### config.mk
export PLATFORM = sky130hd
export DESIGN_NAME = lsu_mem_master
export DESIGN_NICKNAME = d
export VERILOG_FILES = /design/src/rtl/lsu_mem_master.sv
export SDC_FILE = /design/constraint.sdc
export NUM_CORES = 1
export LEC_CHECK = 0
export ABC_AREA = 1
export BUFFER_PORTS_ARGS = -buffer_cell sky130_fd_sc_hd__buf_4
export CORE_UTILIZATION = 47
export CTS_CLUSTER_SIZE = 8
export DETAILED_ROUTE_END_ITERATION = 8
export PLACE_DENSITY = 0.85
export SETUP_SLACK_MARGIN = 0.3
export SLEW_MARGIN = 15
export SYNTH_ARGS = -nofsm -noshare
export SYNTH_HDL_FRONTEND = slang
export SYNTH_SLANG_ARGS = --single-unit
### constraint.sdc
create_clock -name clk -period 3.4 [get_ports clk]
set_clock_uncertainty 0.1 [all_clocks]
set_input_delay 0.51 -clock clk [delete_from_list [all_inputs] [get_ports clk]]
set_output_delay 0.51 -clock clk [all_outputs]
set_load 0.01 [all_outputs]
### src/rtl/lsu_mem_master.sv
// Load/store initiator for a word-organised synchronous data memory.
// One transaction in flight; handles lane alignment, byte masks and load extension.
module lsu_mem_master #(
  parameter int unsigned MEM_WORDS = 4096
) (
  input  logic        clk,
  input  logic        reset,
  input  logic        req_valid,
  output logic        req_ready,
  input  logic        req_we,
  input  logic [2:0]  req_funct3,
  input  logic [31:0] req_addr,
  input  logic [31:0] req_wdata,
  output logic        resp_valid,
  output logic [31:0] resp_rdata,
  output logic        resp_err,
  output logic        en_mem,
  output logic [31:0] mem_addr,
  output logic        mem_rstrb,
  output logic [31:0] mem_wdata,
  output logic [3:0]  mem_wmask,
  input  logic [31:0] mem_rdata
);

  typedef enum logic [1:0] {StIdle, StIssue, StWait, StResp} state_e;

  state_e      state_q, state_d;
  logic        we_q, we_d;
  logic [2:0]  funct3_q, funct3_d;
  logic [1:0]  off_q, off_d;

  logic        resp_valid_q, resp_valid_d;
  logic        resp_err_q, resp_err_d;
  logic [31:0] resp_rdata_q, resp_rdata_d;
  logic        en_mem_q, en_mem_d;
  logic        mem_rstrb_q, mem_rstrb_d;
  logic [31:0] mem_addr_q, mem_addr_d;
  logic [31:0] mem_wdata_q, mem_wdata_d;
  logic [3:0]  mem_wmask_q, mem_wmask_d;

  logic        illegal_f3, misaligned, out_of_range, req_err;
  logic [31:0] store_wdata;
  logic [3:0]  store_wmask;
  logic [31:0] load_shifted, load_data;

  // Request legality, evaluated on the live request while idle.
  always_comb begin
    illegal_f3 = 1'b0;
    case (req_funct3)
      3'b000, 3'b001, 3'b010: illegal_f3 = 1'b0;
      3'b100, 3'b101:         illegal_f3 = req_we;
      default:                illegal_f3 = 1'b1;
    endcase
    misaligned   = ((req_funct3[1:0] == 2'b01) && req_addr[0]) ||
                   ((req_funct3[1:0] == 2'b10) && (req_addr[1:0] != 2'b00));
    out_of_range = {2'b00, req_addr[31:2]} >= MEM_WORDS;
    req_err      = illegal_f3 || misaligned || out_of_range;
  end

  always_comb begin
    store_wdata = req_wdata;
    store_wmask = 4'b1111;
    case (req_funct3[1:0])
      2'b00: begin
        store_wdata = {4{req_wdata[7:0]}};
        store_wmask = 4'b0001 << req_addr[1:0];
      end
      2'b01: begin
        store_wdata = {2{req_wdata[15:0]}};
        store_wmask = 4'b0011 << req_addr[1:0];
      end
      default: begin
        store_wdata = req_wdata;
        store_wmask = 4'b1111;
      end
    endcase
  end

  always_comb begin
    load_shifted = mem_rdata >> {off_q, 3'b000};
    case (funct3_q)
      3'b000:  load_data = {{24{load_shifted[7]}}, load_shifted[7:0]};
      3'b100:  load_data = {24'b0, load_shifted[7:0]};
      3'b001:  load_data = {{16{load_shifted[15]}}, load_shifted[15:0]};
      3'b101:  load_data = {16'b0, load_shifted[15:0]};
      default: load_data = load_shifted;
    endcase
  end

  always_comb begin
    state_d      = state_q;
    we_d         = we_q;
    funct3_d     = funct3_q;
    off_d        = off_q;
    resp_valid_d = 1'b0;
    resp_err_d   = 1'b0;
    resp_rdata_d = 32'b0;
    en_mem_d     = 1'b0;
    mem_rstrb_d  = 1'b0;
    mem_wmask_d  = 4'b0;
    mem_addr_d   = mem_addr_q;
    mem_wdata_d  = mem_wdata_q;

    unique case (state_q)
      StIdle: begin
        if (req_valid) begin
          we_d     = req_we;
          funct3_d = req_funct3;
          off_d    = req_addr[1:0];
          if (req_err) begin
            // Faulting requests never touch the memory port.
            resp_valid_d = 1'b1;
            resp_err_d   = 1'b1;
            state_d      = StResp;
          end else begin
            en_mem_d    = 1'b1;
            mem_addr_d  = {2'b00, req_addr[31:2]};
            mem_rstrb_d = !req_we;
            if (req_we) begin
              mem_wdata_d = store_wdata;
              mem_wmask_d = store_wmask;
            end
            state_d = StIssue;
          end
        end
      end
      StIssue: begin
        if (we_q) begin
          resp_valid_d = 1'b1;
          state_d      = StResp;
        end else begin
          state_d = StWait;
        end
      end
      StWait: begin
        resp_valid_d = 1'b1;
        resp_rdata_d = load_data;
        state_d      = StResp;
      end
      StResp: begin
        state_d = StIdle;
      end
      default: state_d = StIdle;
    endcase
  end

  always_ff @(posedge clk) begin
    if (reset) begin
      state_q      <= StIdle;
      we_q         <= 1'b0;
      funct3_q     <= 3'b0;
      off_q        <= 2'b0;
      resp_valid_q <= 1'b0;
      resp_err_q   <= 1'b0;
      resp_rdata_q <= 32'b0;
      en_mem_q     <= 1'b0;
      mem_rstrb_q  <= 1'b0;
      mem_addr_q   <= 32'b0;
      mem_wdata_q  <= 32'b0;
      mem_wmask_q  <= 4'b0;
    end else begin
      state_q      <= state_d;
      we_q         <= we_d;
      funct3_q     <= funct3_d;
      off_q        <= off_d;
      resp_valid_q <= resp_valid_d;
      resp_err_q   <= resp_err_d;
      resp_rdata_q <= resp_rdata_d;
      en_mem_q     <= en_mem_d;
      mem_rstrb_q  <= mem_rstrb_d;
      mem_addr_q   <= mem_addr_d;
      mem_wdata_q  <= mem_wdata_d;
      mem_wmask_q  <= mem_wmask_d;
    end
  end

  assign req_ready  = (state_q == StIdle);
  assign resp_valid = resp_valid_q;
  assign resp_err   = resp_err_q;
  assign resp_rdata = resp_rdata_q;
  assign en_mem     = en_mem_q;
  assign mem_rstrb  = mem_rstrb_q;
  assign mem_addr   = mem_addr_q;
  assign mem_wdata  = mem_wdata_q;
  assign mem_wmask  = mem_wmask_q;

endmodule
==> run_results.csv <==
group,metric,value,unit
floorplanning,die-area,10900,sq um
detailed_routing,routed_wirelength,13700,microns
pwr,irDropWorstVdd,0.281,mV
placement,gp_congestion,0.890,
global_route,grt_overflow,0,
placement,placedCellCount,1016,
pwr,p_int,1.98,mW
sta,hold_violations,0,
worst_setup_path,crit_path_start_kind,"flop",
sta,rsz0062_at_grt,"false",
sta,fin_ws,0.933,ns
synth,seq_area_frac_synth,44.8,%
synth,netlist.area_leader.share,44.8,%
clock_network,clock_latency,0.36,ns
clock_network,clk_pin_slew,0.10,ns
layout,area_growth_syn_to_layout,34.5,%
synth,yosys_warnings,0,
clock_network,cts_resized,0,
worst_setup_path,worstPathRequired,3.61,ns
synth,synth_largest_area_cell,"dfxtp_1",
sta,fin_crit,2.47,ns
floorplanning,dieHeight,104,microns
pwr,pwr-share-seq,46.2,%
sta,fmax,0.405,GHz
synth,synth_top_cells_by_count,"153 x nand2_1, 110 x dfxtp_1, 98 x nand3_1",
synth,synth_ff_type,"dfxtp_1",
worst_setup_path,critPathKind,"flop to flop",
synth,syn_area_per_cell,6.81,sq um
clock_network,cts_root_buffer,"clkbuf_8",
pwr,p_leak,3.42,nW
global_route,grt_pass1_wl,22300,microns
sta,drv_slew,0,
placement,portBuffers,205,
placement,place_ws,0.976,ns
clock_network,clkSinkCount,110,
synth,synth-edff-count,0,
layout,postLayoutCoreUtil,66.4,%
synth,synth_cell_type_count,23,
sta,finalSetupTns,0,ns
global_route,grt_pass1_vias,4701,
pwr,p_sw_share,34.8,%
synth,synthTopCellsByArea,"dfxtp_1 45%, nand2_1 12%, nand3_1 10%",
layout,antenna_cells,0,
layout,drive_gt1_share,28.4,%
synth,syn_inst,722,
clock_network,clk_path_buf_depth,2,
clock_network,cts-buffers-inserted,9,
pwr,power_density,460,nW/um^2
global_route,antenna_found_initial,0,
synth,syn_area,4920,sq um
worst_setup_path,path_max_fanout,59,
detailed_routing,viasPerCell,4.99,
floorplanning,num_rows,36,
pwr,power_switching,1.06,mW
worst_setup_path,cp.arrival,2.67,ns
detailed_routing,first_iter_violations,361,
synth,ys_seq_elements,110,
clock_network,htree_levels,3,
placement,place_area,6440,sq um
pwr,clockPowerShare,23.6,%
floorplanning,core,9950,sq um
layout,final_nets,1001,
detailed_routing,wl_per_cell,13.3,microns
synth,async_flop_share,0,%
worst_setup_path,critPathCaptureType,"flop",
placement,dpl.hpwl,10100,microns
detailed_routing,drc,0,
layout,final_cell_count_no_fill,1031,
hold_path,hp-class,"primary input to flop",
sta,worst_pin_slew,0.907,ns
detailed_routing,via_count,5144,
floorplanning,initial_core_util,49.4,%
run_status,status,"finished, final reports clean",
floorplanning,die_x,104,microns
synth,synth.most_common_cell,"nand2_1",
global_route,track_usage,25.3,%
detailed_routing,ant_nets,0,
clock_network,hold_buffers,0,
clock_network,tritoncts,"yes",
detailed_routing,firstDrtPassIters,4,
sta,slew_headroom,39.4,%
flow_run,drv_cap,0,
floorplanning,io_pins,208,
layout,final_area,6610,sq um
global_route,grt_max_degree,89,
pwr,pwr-share-comb,30.2,%
sta,fin_crit_sh,72.6,%
sta,setup_viol,0,
clock_network,cts_setup_buffers,0,
-- cell type report --
cell class | count | area (sq um)
flip-flops and latches | 110 | 2200
repair buffers | 212 | 1600
well taps | 133 | 166
multi-input cells | 481 | 2170
fillers | 910 | 3340
inverters | 80 | 300
clock inverters | 6 | 45.0
clock buffers | 9 | 124
-- cell families after synthesis --
group,count (synthesis),synth area share [%]
AND/OR/NAND/NOR,354,29.9
buffers and inverters,132,11.3
AO/OA/AOI/OAI,121,12.9
flip-flops,110,44.8
adder cells (fa/ha/maj),4,1.02
other,1,0.0763
-- critical path, stage by stage, from the launching register on --
cell,delay (ns)
dfxtp_1,0.34
inv_1,0.10
ha_1,0.26
nand2_1,0.27
inv_2,0.12
nand2_1,0.08
inv_2,0.66
buf_4,0.27
a21oi_1,0.07
nor2_1,0.12
-- cell usage in the layout (no fill, tap or decap) --
cell type	count
a31oi_1	8
or2_1	1
clkinvlp_4	3
clkbuf_8	9
buf_12	1
nand3_1	98
nor2_4	1
nor3_1	2
ha_1	4
conb_1	2
dfxtp_1	110
nor3_2	1
buf_4	211
inv_6	2
nor2_1	95
or2_2	2
o21ai_0	23
a21oi_1	82
inv_2	24
inv_1	56
nand4_1	1
nand2_1	153
o211ai_1	8
clkinv_2	1
-- worst paths after layout --
check | from | to | slack [ns] | cells past startpoint
setup / recovery | state_q[0] | mem_wdata[19] | 0.93 | 9
hold / removal | req_we | mem_rstrb | 0.24 | 2
setup reg to reg | state_q[0] | mem_wdata[19] | 0.93 | 9
hold reg to reg | mem_addr[18] | mem_addr[18] | 0.37 | 2
-- sequential cells by signal, summed over array words and instances, names as in the netlist --
signal and flops:
funct3_q 3, off_q 2, resp_valid 1, resp_rdata 32, resp_err 1, mem_rstrb 1
we_q 1, mem_wdata 32, mem_wmask 4, en_mem 1, mem_addr 30, state_q 2
-- per-layer routing --
layer / global-route usage [%] / share of wire (%)
met4: 8.47 / 2.0
met1: 29.5 / 41
met3: 7.89 / 8.3
met5: 0 / 0
met2: 43.5 / 49
-- power by group through the flow --
| stage | sequential [mW] | clock [mW] | combinational, mW |
|---|---|---|---|
| finish | 1.41 | 0.717 | 0.920 |
| global route | 1.41 | 0.787 | 1.04 |
| CTS | 1.41 | 0.735 | 0.920 |
| detailed placement | 1.44 | 0 | 0.917 |
| global placement | 1.43 | 0 | 0.907 |
| floorplan | 1.46 | 0 | 0.570 |
-- through the flow --
stage | hold WS (ns) | power, mW
floorplan | 0.346 | 2.03
global placement | 0.354 | 2.34
detailed placement | 0.358 | 2.35
CTS | 0.226 | 3.06
global route | 0.221 | 3.24
finish | 0.245 | 3.04
Power figures use the tool's default switching activity.
